==> src/rtl/crc_pkg.sv <==
// Shared CRC-32 (IEEE 802.3) definitions for the FCS checkers.
// Reflected (LSB-first) register convention: the register starts at all-ones,
// bytes are folded in LSB first, and a frame that includes its own FCS leaves
// the fixed residue CRC_RESIDUE in the register.
package crc_pkg;

  localparam int unsigned CRC_W = 32;
  localparam logic [CRC_W-1:0] CRC_REG_INITIAL_VALUE = 32'hFFFF_FFFF;
  localparam logic [CRC_W-1:0] CRC_RESIDUE           = 32'hDEBB_20E3;
  localparam logic [CRC_W-1:0] CRC_POLY_REFLECTED    = 32'hEDB8_8320;

  typedef enum logic [0:0] {
    StIdle,
    StActive
  } crc_wide_state_t;

  // Fold one byte into the running CRC register.
  function automatic logic [CRC_W-1:0] calculate_new_crc(input logic [CRC_W-1:0] crc,
                                                         input logic [7:0]       data);
    logic [CRC_W-1:0] c;
    c = crc ^ {{(CRC_W-8){1'b0}}, data};
    for (int i = 0; i < 8; i++) begin
      c = c[0] ? ((c >> 1) ^ CRC_POLY_REFLECTED) : (c >> 1);
    end
    return c;
  endfunction

  // Number of valid byte lanes in a keep mask (up to 8 lanes).
  function automatic logic [3:0] keep_count(input logic [7:0] keep);
    logic [3:0] n;
    n = '0;
    for (int i = 0; i < 8; i++) begin
      n = n + {3'b000, keep[i]};
    end
    return n;
  endfunction

endpackage

==> src/rtl/crc_lane_update.sv <==
// Combinational multi-byte CRC-32 update.
// Ports:
//   crc_i  - CRC register before this beat
//   data_i - beat data, lane 0 in bits [7:0]
//   keep_i - valid lanes on a last beat (contiguous from lane 0)
//   last_i - beat is the final beat of a frame
//   crc_o  - CRC register after folding in the valid lanes
module crc_lane_update
  import crc_pkg::*;
#(
  parameter int unsigned DATA_W = 32,
  parameter int unsigned KEEP_W = DATA_W / 8
) (
  input  logic [CRC_W-1:0]  crc_i,
  input  logic [DATA_W-1:0] data_i,
  input  logic [KEEP_W-1:0] keep_i,
  input  logic              last_i,
  output logic [CRC_W-1:0]  crc_o
);

  // Slice k holds the CRC after folding in lanes 0..k-1; slice 0 is the input.
  logic [(KEEP_W+1)*CRC_W-1:0] crc_by_len;
  logic [3:0]                  n_bytes;

  assign crc_by_len[CRC_W-1:0] = crc_i;

  for (genvar k = 1; k <= KEEP_W; k++) begin : g_len
    logic [CRC_W-1:0] crc_k;
    always_comb begin
      crc_k = crc_i;
      for (int b = 0; b < k; b++) begin
        crc_k = calculate_new_crc(crc_k, data_i[8*b +: 8]);
      end
    end
    assign crc_by_len[k*CRC_W +: CRC_W] = crc_k;
  end

  assign n_bytes = last_i ? keep_count(8'(keep_i)) : 4'(KEEP_W);

  always_comb begin
    crc_o = crc_by_len[KEEP_W*CRC_W +: CRC_W];
    for (int k = 0; k <= KEEP_W; k++) begin
      if (n_bytes == 4'(k)) begin
        crc_o = crc_by_len[k*CRC_W +: CRC_W];
      end
    end
  end

endmodule

==> src/rtl/crc_checker_wide.sv <==
// Wide Ethernet FCS checker with runt/abort detection and saturating stats.
// Ports:
//   clk, rst_n            - clock, asynchronous active-low reset
//   data_i/valid_i/last_i - frame beats (DA through FCS), lane 0 first on wire
//   keep_i                - valid lanes on the last beat only
//   rx_er_i               - PHY error, sampled on valid beats
//   stat_clear_i          - synchronous clear of both counters (wins over increment)
//   result_valid_o        - one-cycle pulse, cycle after the last beat
//   crc_error_o/runt_o/aborted_o/frame_len_o - per-frame result
//   good_cnt_o/crc_err_cnt_o - saturating statistics
module crc_checker_wide
  import crc_pkg::*;
#(
  parameter int unsigned DATA_W          = 32,
  parameter int unsigned KEEP_W          = DATA_W / 8,
  parameter int unsigned MIN_FRAME_BYTES = 64,
  parameter int unsigned LEN_W           = 16,
  parameter int unsigned CNT_W           = 32
) (
  input  logic              clk,
  input  logic              rst_n,
  input  logic [DATA_W-1:0] data_i,
  input  logic              valid_i,
  input  logic              last_i,
  input  logic [KEEP_W-1:0] keep_i,
  input  logic              rx_er_i,
  input  logic              stat_clear_i,
  output logic              result_valid_o,
  output logic              crc_error_o,
  output logic              runt_o,
  output logic              aborted_o,
  output logic [LEN_W-1:0]  frame_len_o,
  output logic [CNT_W-1:0]  good_cnt_o,
  output logic [CNT_W-1:0]  crc_err_cnt_o
);

  localparam logic [LEN_W-1:0] MinLen = LEN_W'(MIN_FRAME_BYTES);

  crc_wide_state_t  state_q, state_d;
  logic [CRC_W-1:0] crc_q, crc_d;
  logic [LEN_W-1:0] len_q, len_d;
  logic             abort_q, abort_d;

  logic             result_valid_q, result_valid_d;
  logic             crc_error_q, crc_error_d;
  logic             runt_q, runt_d;
  logic             aborted_q, aborted_d;
  logic [LEN_W-1:0] frame_len_q, frame_len_d;
  logic [CNT_W-1:0] good_cnt_q, good_cnt_d;
  logic [CNT_W-1:0] err_cnt_q, err_cnt_d;

  logic [CRC_W-1:0] crc_base, crc_new;
  logic [LEN_W-1:0] len_base, len_new;
  logic [LEN_W:0]   len_sum;
  logic [3:0]       beat_bytes;
  logic             abort_base, abort_new;
  logic             good_inc, err_inc;

  // A beat seen in idle starts a new frame, so it folds onto fresh seeds.
  assign crc_base   = (state_q == StIdle) ? CRC_REG_INITIAL_VALUE : crc_q;
  assign len_base   = (state_q == StIdle) ? '0 : len_q;
  assign abort_base = (state_q == StIdle) ? 1'b0 : abort_q;

  crc_lane_update #(
    .DATA_W (DATA_W),
    .KEEP_W (KEEP_W)
  ) u_lane_update (
    .crc_i  (crc_base),
    .data_i (data_i),
    .keep_i (keep_i),
    .last_i (last_i),
    .crc_o  (crc_new)
  );

  assign beat_bytes = last_i ? keep_count(8'(keep_i)) : 4'(KEEP_W);
  assign len_sum    = {1'b0, len_base} + (LEN_W+1)'(beat_bytes);
  assign len_new    = len_sum[LEN_W] ? '1 : len_sum[LEN_W-1:0];
  assign abort_new  = abort_base | rx_er_i;

  always_comb begin
    state_d        = state_q;
    crc_d          = crc_q;
    len_d          = len_q;
    abort_d        = abort_q;
    result_valid_d = 1'b0;
    crc_error_d    = 1'b0;
    runt_d         = 1'b0;
    aborted_d      = 1'b0;
    frame_len_d    = frame_len_q;
    if (valid_i) begin
      if (last_i) begin
        state_d        = StIdle;
        crc_d          = CRC_REG_INITIAL_VALUE;
        len_d          = '0;
        abort_d        = 1'b0;
        result_valid_d = 1'b1;
        // An aborted frame's FCS is meaningless, so it is not blamed on the CRC.
        crc_error_d    = (crc_new != CRC_RESIDUE) && !abort_new;
        runt_d         = len_new < MinLen;
        aborted_d      = abort_new;
        frame_len_d    = len_new;
      end else begin
        state_d = StActive;
        crc_d   = crc_new;
        len_d   = len_new;
        abort_d = abort_new;
      end
    end
  end

  // Counters move on the same edge that publishes the result.
  assign good_inc = result_valid_d & ~crc_error_d & ~runt_d & ~aborted_d;
  assign err_inc  = result_valid_d & crc_error_d;

  always_comb begin
    good_cnt_d = good_cnt_q;
    err_cnt_d  = err_cnt_q;
    if (stat_clear_i) begin
      good_cnt_d = '0;
      err_cnt_d  = '0;
    end else begin
      if (good_inc && (good_cnt_q != '1)) good_cnt_d = good_cnt_q + CNT_W'(1);
      if (err_inc && (err_cnt_q != '1))   err_cnt_d  = err_cnt_q + CNT_W'(1);
    end
  end

  always_ff @(posedge clk or negedge rst_n) begin
    if (!rst_n) begin
      state_q        <= StIdle;
      crc_q          <= CRC_REG_INITIAL_VALUE;
      len_q          <= '0;
      abort_q        <= 1'b0;
      result_valid_q <= 1'b0;
      crc_error_q    <= 1'b0;
      runt_q         <= 1'b0;
      aborted_q      <= 1'b0;
      frame_len_q    <= '0;
      good_cnt_q     <= '0;
      err_cnt_q      <= '0;
    end else begin
      state_q        <= state_d;
      crc_q          <= crc_d;
      len_q          <= len_d;
      abort_q        <= abort_d;
      result_valid_q <= result_valid_d;
      crc_error_q    <= crc_error_d;
      runt_q         <= runt_d;
      aborted_q      <= aborted_d;
      frame_len_q    <= frame_len_d;
      good_cnt_q     <= good_cnt_d;
      err_cnt_q      <= err_cnt_d;
    end
  end

  assign result_valid_o = result_valid_q;
  assign crc_error_o    = crc_error_q;
  assign runt_o         = runt_q;
  assign aborted_o      = aborted_q;
  assign frame_len_o    = frame_len_q;
  assign good_cnt_o     = good_cnt_q;
  assign crc_err_cnt_o  = err_cnt_q;

endmodule
==> config.mk <==
export PLATFORM = sky130hd
export DESIGN_NAME = crc_checker_wide
export DESIGN_NICKNAME = d
export VERILOG_FILES = /design/src/rtl/crc_pkg.sv /design/src/rtl/crc_lane_update.sv /design/src/rtl/crc_checker_wide.sv
export SDC_FILE = /design/constraint.sdc
export NUM_CORES = 1
export LEC_CHECK = 0
export ABC_AREA = 0
export CAP_MARGIN = 10
export CORE_ASPECT_RATIO = 0.75
export CORE_MARGIN = 3
export CORE_UTILIZATION = 25
export DETAILED_ROUTE_END_ITERATION = 10
export HOLD_SLACK_MARGIN = 0.02
export RECOVER_POWER = 25
export SYNTH_ARGS = -nofsm -noshare
export SYNTH_HDL_FRONTEND = slang
export SYNTH_SLANG_ARGS = --single-unit
==> constraint.sdc <==
create_clock -name clk -period 6.01 [get_ports clk]
set_clock_uncertainty 0.2 [all_clocks]
set_input_delay 1.202 -clock clk [delete_from_list [all_inputs] [get_ports clk]]
set_output_delay 1.202 -clock clk [all_outputs]
set_load 0.02 [all_outputs]
==> qor.txt <==
Std-Cell Rows -> 73
Clock transition at path regs -> 0.07 ns
GR Layer Usage met2 -> 0.327
Clock buffer depth -> 2
Period minus WS final -> 6.13 ns
Initial Utilization -> 0.257
Port Buf Inserts -> 125
Final Hold Slack -> 0.274 ns
Hold Path Class -> reg -> reg
Post-DP HPWL -> 49.0 mm
Crit. Startpoint -> data_i[4]
Routability cong. -> 1.01
Post-synth top flop -> dfrtp_1
First-pass GRT wire length -> 94.4 mm
TritonCTS Buffers -> 17
Area of the core -> 53700 um^2
Detailed-route wire length -> 65.8 mm
Ant. Diodes -> 0
Setup slack on the worst flop-to-flop path -> -0.03 ns
RR Startpoint -> crc_q[5]$_DFFE_PN1P_
Crit. End Element -> flip-flop
Fin util -> 0.418
Die ar. -> 58000 um^2
Cell area after synthesis -> 13800 um^2
CTS tree -> done
Final Hold Viols -> 0
Fmax -> 163 MHz
Final setup TNS -> -2.45 ns
Register area -> 3390 um^2
Grt ovf -> 0
Status -> finished, violations left
Critical Path RT -> 6.16 ns
Global routing usage on met3 -> 0.0505
DR vias/cell -> 5.17
Die W -> 277 um
Most frequent cells in the layout -> buf_4 (455), xnor2_1 (132), clkdlybuf4s50_1 (111)
Syn_area_per_cell -> 9.37 um^2
Failing checks -> capacitance limit, slew limit, setup timing
Worst-path fanout max -> 8
RSZ-0062 raised after global routing -> true
DR vias -> 14300
Period utilization -> 1.02
NumNets Final -> 2098
Final worst slack -> -0.115 ns
Antenna violations before repair -> 0
Slew headroom -> -0.725
Initial drt markers -> 1510
Async SR Flop Fraction -> 1.00
Pre-antenna DRT Iters -> 6
H-Tree Depth -> 4
Cell variety after synth -> 80
Min-delay src -> frame_len_o[8]$_DFFE_PN0P_
Post-Syn Nets -> 1522
Most common cell after layout, fill and taps aside -> buf_4
Worst-skew pair later-pin latency -> 0.44 ns
Finish-stage setup viols -> 46
Slowest CP cell -> xnor3_2
Critical path class -> in -> reg
Post-synth EDFFs -> 0
M1 GR Usage -> 0.323
Largest net degree at the start of global routing -> 96
Max cap viols -> 1
DR WL/cell -> 23.8 um
DR DRC count -> 0
Cells along the critical path -> buf_6, buf_6, buf_4, xor2_2, buf_6, xnor2_4, xnor2_2, buf_4, xnor2_1, buf_4, xnor3_2, xnor3_2, buf_6, xnor2_2, xnor3_2, mux2i_1, a221o_1, nor4b_4, nand4_4, buf_12, buf_6, buf_16, or4_1, a21oi_1
Final Max Tran Viols -> 96
Tightest Pin Transition -> 2.59 ns
Cell mode on critical path -> buf_6
Flop and latch count out of synthesis -> 134
Fillers -> 5155
Multi-input combinational cell area -> 11500 um^2
Critical path launch point type -> primary input
GRT Util Overall -> 0.217
Num Clock Sinks -> 134
Post-Synthesis Cells -> 1471
Root Driver -> clkbuf_16
Worst path arrival time -> 6.28 ns
Die H -> 209 um
Final Non-Filler Cells -> 2771
Hold Buf Count CTS -> 0
Post-route ant nets -> 0
Via count of the first global-routing pass -> 14000
Sequential element share of the synthesized area -> 0.246
CP peak stage delay -> 0.44 ns
# IOs -> 126
GRT Max-Usage Layer -> met2
Area grow syn2layout -> 63.0%
Dpl cells -> 2621
YS warnings -> 0
Layout cells sized above 1 -> 0.442
## critical path: cells and delay by family
| kind | cells | cell delay (ns) |
|---|---|---|
| muxes | 1 | 0.16 |
| xor gates and xnor gates | 8 | 2.01 |
| and+or+nand+nor | 3 | 0.89 |
| AOI/OAI and AO/OA | 2 | 0.54 |
| buffers and inverters | 10 | 1.45 |
## stage by stage
step	instance area (um^2)	setup slack, ns
floorplan	14000	-0.0110
global placement	18900	-1.52
global route	22500	-0.205
finish	22500	-0.115
detailed placement	18900	-1.49
CTS	21500	-0.0932
## logic make-up after synthesis
logic type	count (synthesis)	share of synthesized area
adder cells (fa/ha/maj)	9	0.00926
buffers and inverters	138	0.0436
multiplexers	11	0.00926
XOR/XNOR	386	0.357
AND/OR/NAND/NOR	416	0.161
AO/OA/AOI/OAI	377	0.173
flip-flops	134	0.246
## area by class of cell
cell class / instances / share of cell area
clock inverters: 13 / 0.00652
clock buffers: 18 / 0.0191
inverters: 33 / 0.00551
repair buffers: 662 / 0.265
flip-flops and latches: 134 / 0.151
multi-input cells: 1199 / 0.514
well taps: 712 / 0.0397
## synth_stat cells, types with 4 or more instances
cell type  count  area [um^2]
xnor2_4       14          385
dfrtp_1      102         2550
clkbuf_1      72          270
xor3_1         9          214
nor3_1        13         65.1
buf_2         16         80.1
and2_1        10         62.6
dfstp_2       32          841
xor2_2        11          179
a31oi_1        6         37.5
or4_1         57          428
a211oi_1       6         45.0
nand3_1       41          205
nor2b_1       17          106
o22ai_1       26          163
a221oi_1      10         87.6
a21oi_1      130          651
inv_1         31          116
nand2_1      112          420
o221ai_1      11         96.3
o22a_1        17          149
xor2_1        93          815
nand4_1       22          138
and4_1        11         96.3
o21a_1         4         30.0
buf_4         12         90.1
a22oi_1        7         52.6
xnor3_1       57         1280
o41ai_1        4         35.0
a2111oi_0      4         35.0
o31ai_1       60          450
mux2i_1        8         80.1
and3_1        18          113
xnor2_2       17          277
nor2_1        78          293
o211ai_1       4         30.0
o21ai_0       68          340
nand2b_1      13         81.3
or4b_1         4         40.0
ha_1           7         87.6
a21o_1         6         45.0
xnor2_1      176         1540
## path summary, 6_finish.rpt
| kind | endpoint | cells after the start |
|---|---|---|
| min in group asynchronous | good_cnt_o[8]$_DFFE_PN0P_ | 1 |
| max in group asynchronous | crc_err_cnt_o[5]$_DFFE_PN0P_ | 2 |
| hold reg to reg | frame_len_o[8]$_DFFE_PN0P_ | 2 |
| setup reg to reg | crc_err_cnt_o[14]$_DFFE_PN0P_ | 23 |
| setup / recovery | good_cnt_o[12]$_DFFE_PN0P_ | 24 |
| hold / removal | frame_len_o[8]$_DFFE_PN0P_ | 2 |
## state kept, by name (all words and copies together), names as in the netlist, 16 cells and up
signal         cells
frame_len_o       16
len_q             16
crc_err_cnt_o     32
good_cnt_o        32
crc_q             32
## timing repair
action | CTS | global route
gates cloned | 10 | 3
hold endpoints to repair | 0 | 0
endpoints found under the setup margin | 65 | 65
pin swaps | 129 | 118
gates resized for setup | 230 | 172
setup buffers | 87 | 30
## metal layers
metal | up-vias | routed length, um
li1 | 6450 | -
met1 | 7203 | 30200
met2 | 616 | 28800
met3 | 50 | 6140
met4 | 0 | 678
met5 | - | 0
Power is left out: the tool's default activity adds up to more than one toggle a clock period on the data nets, which glitch-free logic cannot reach.
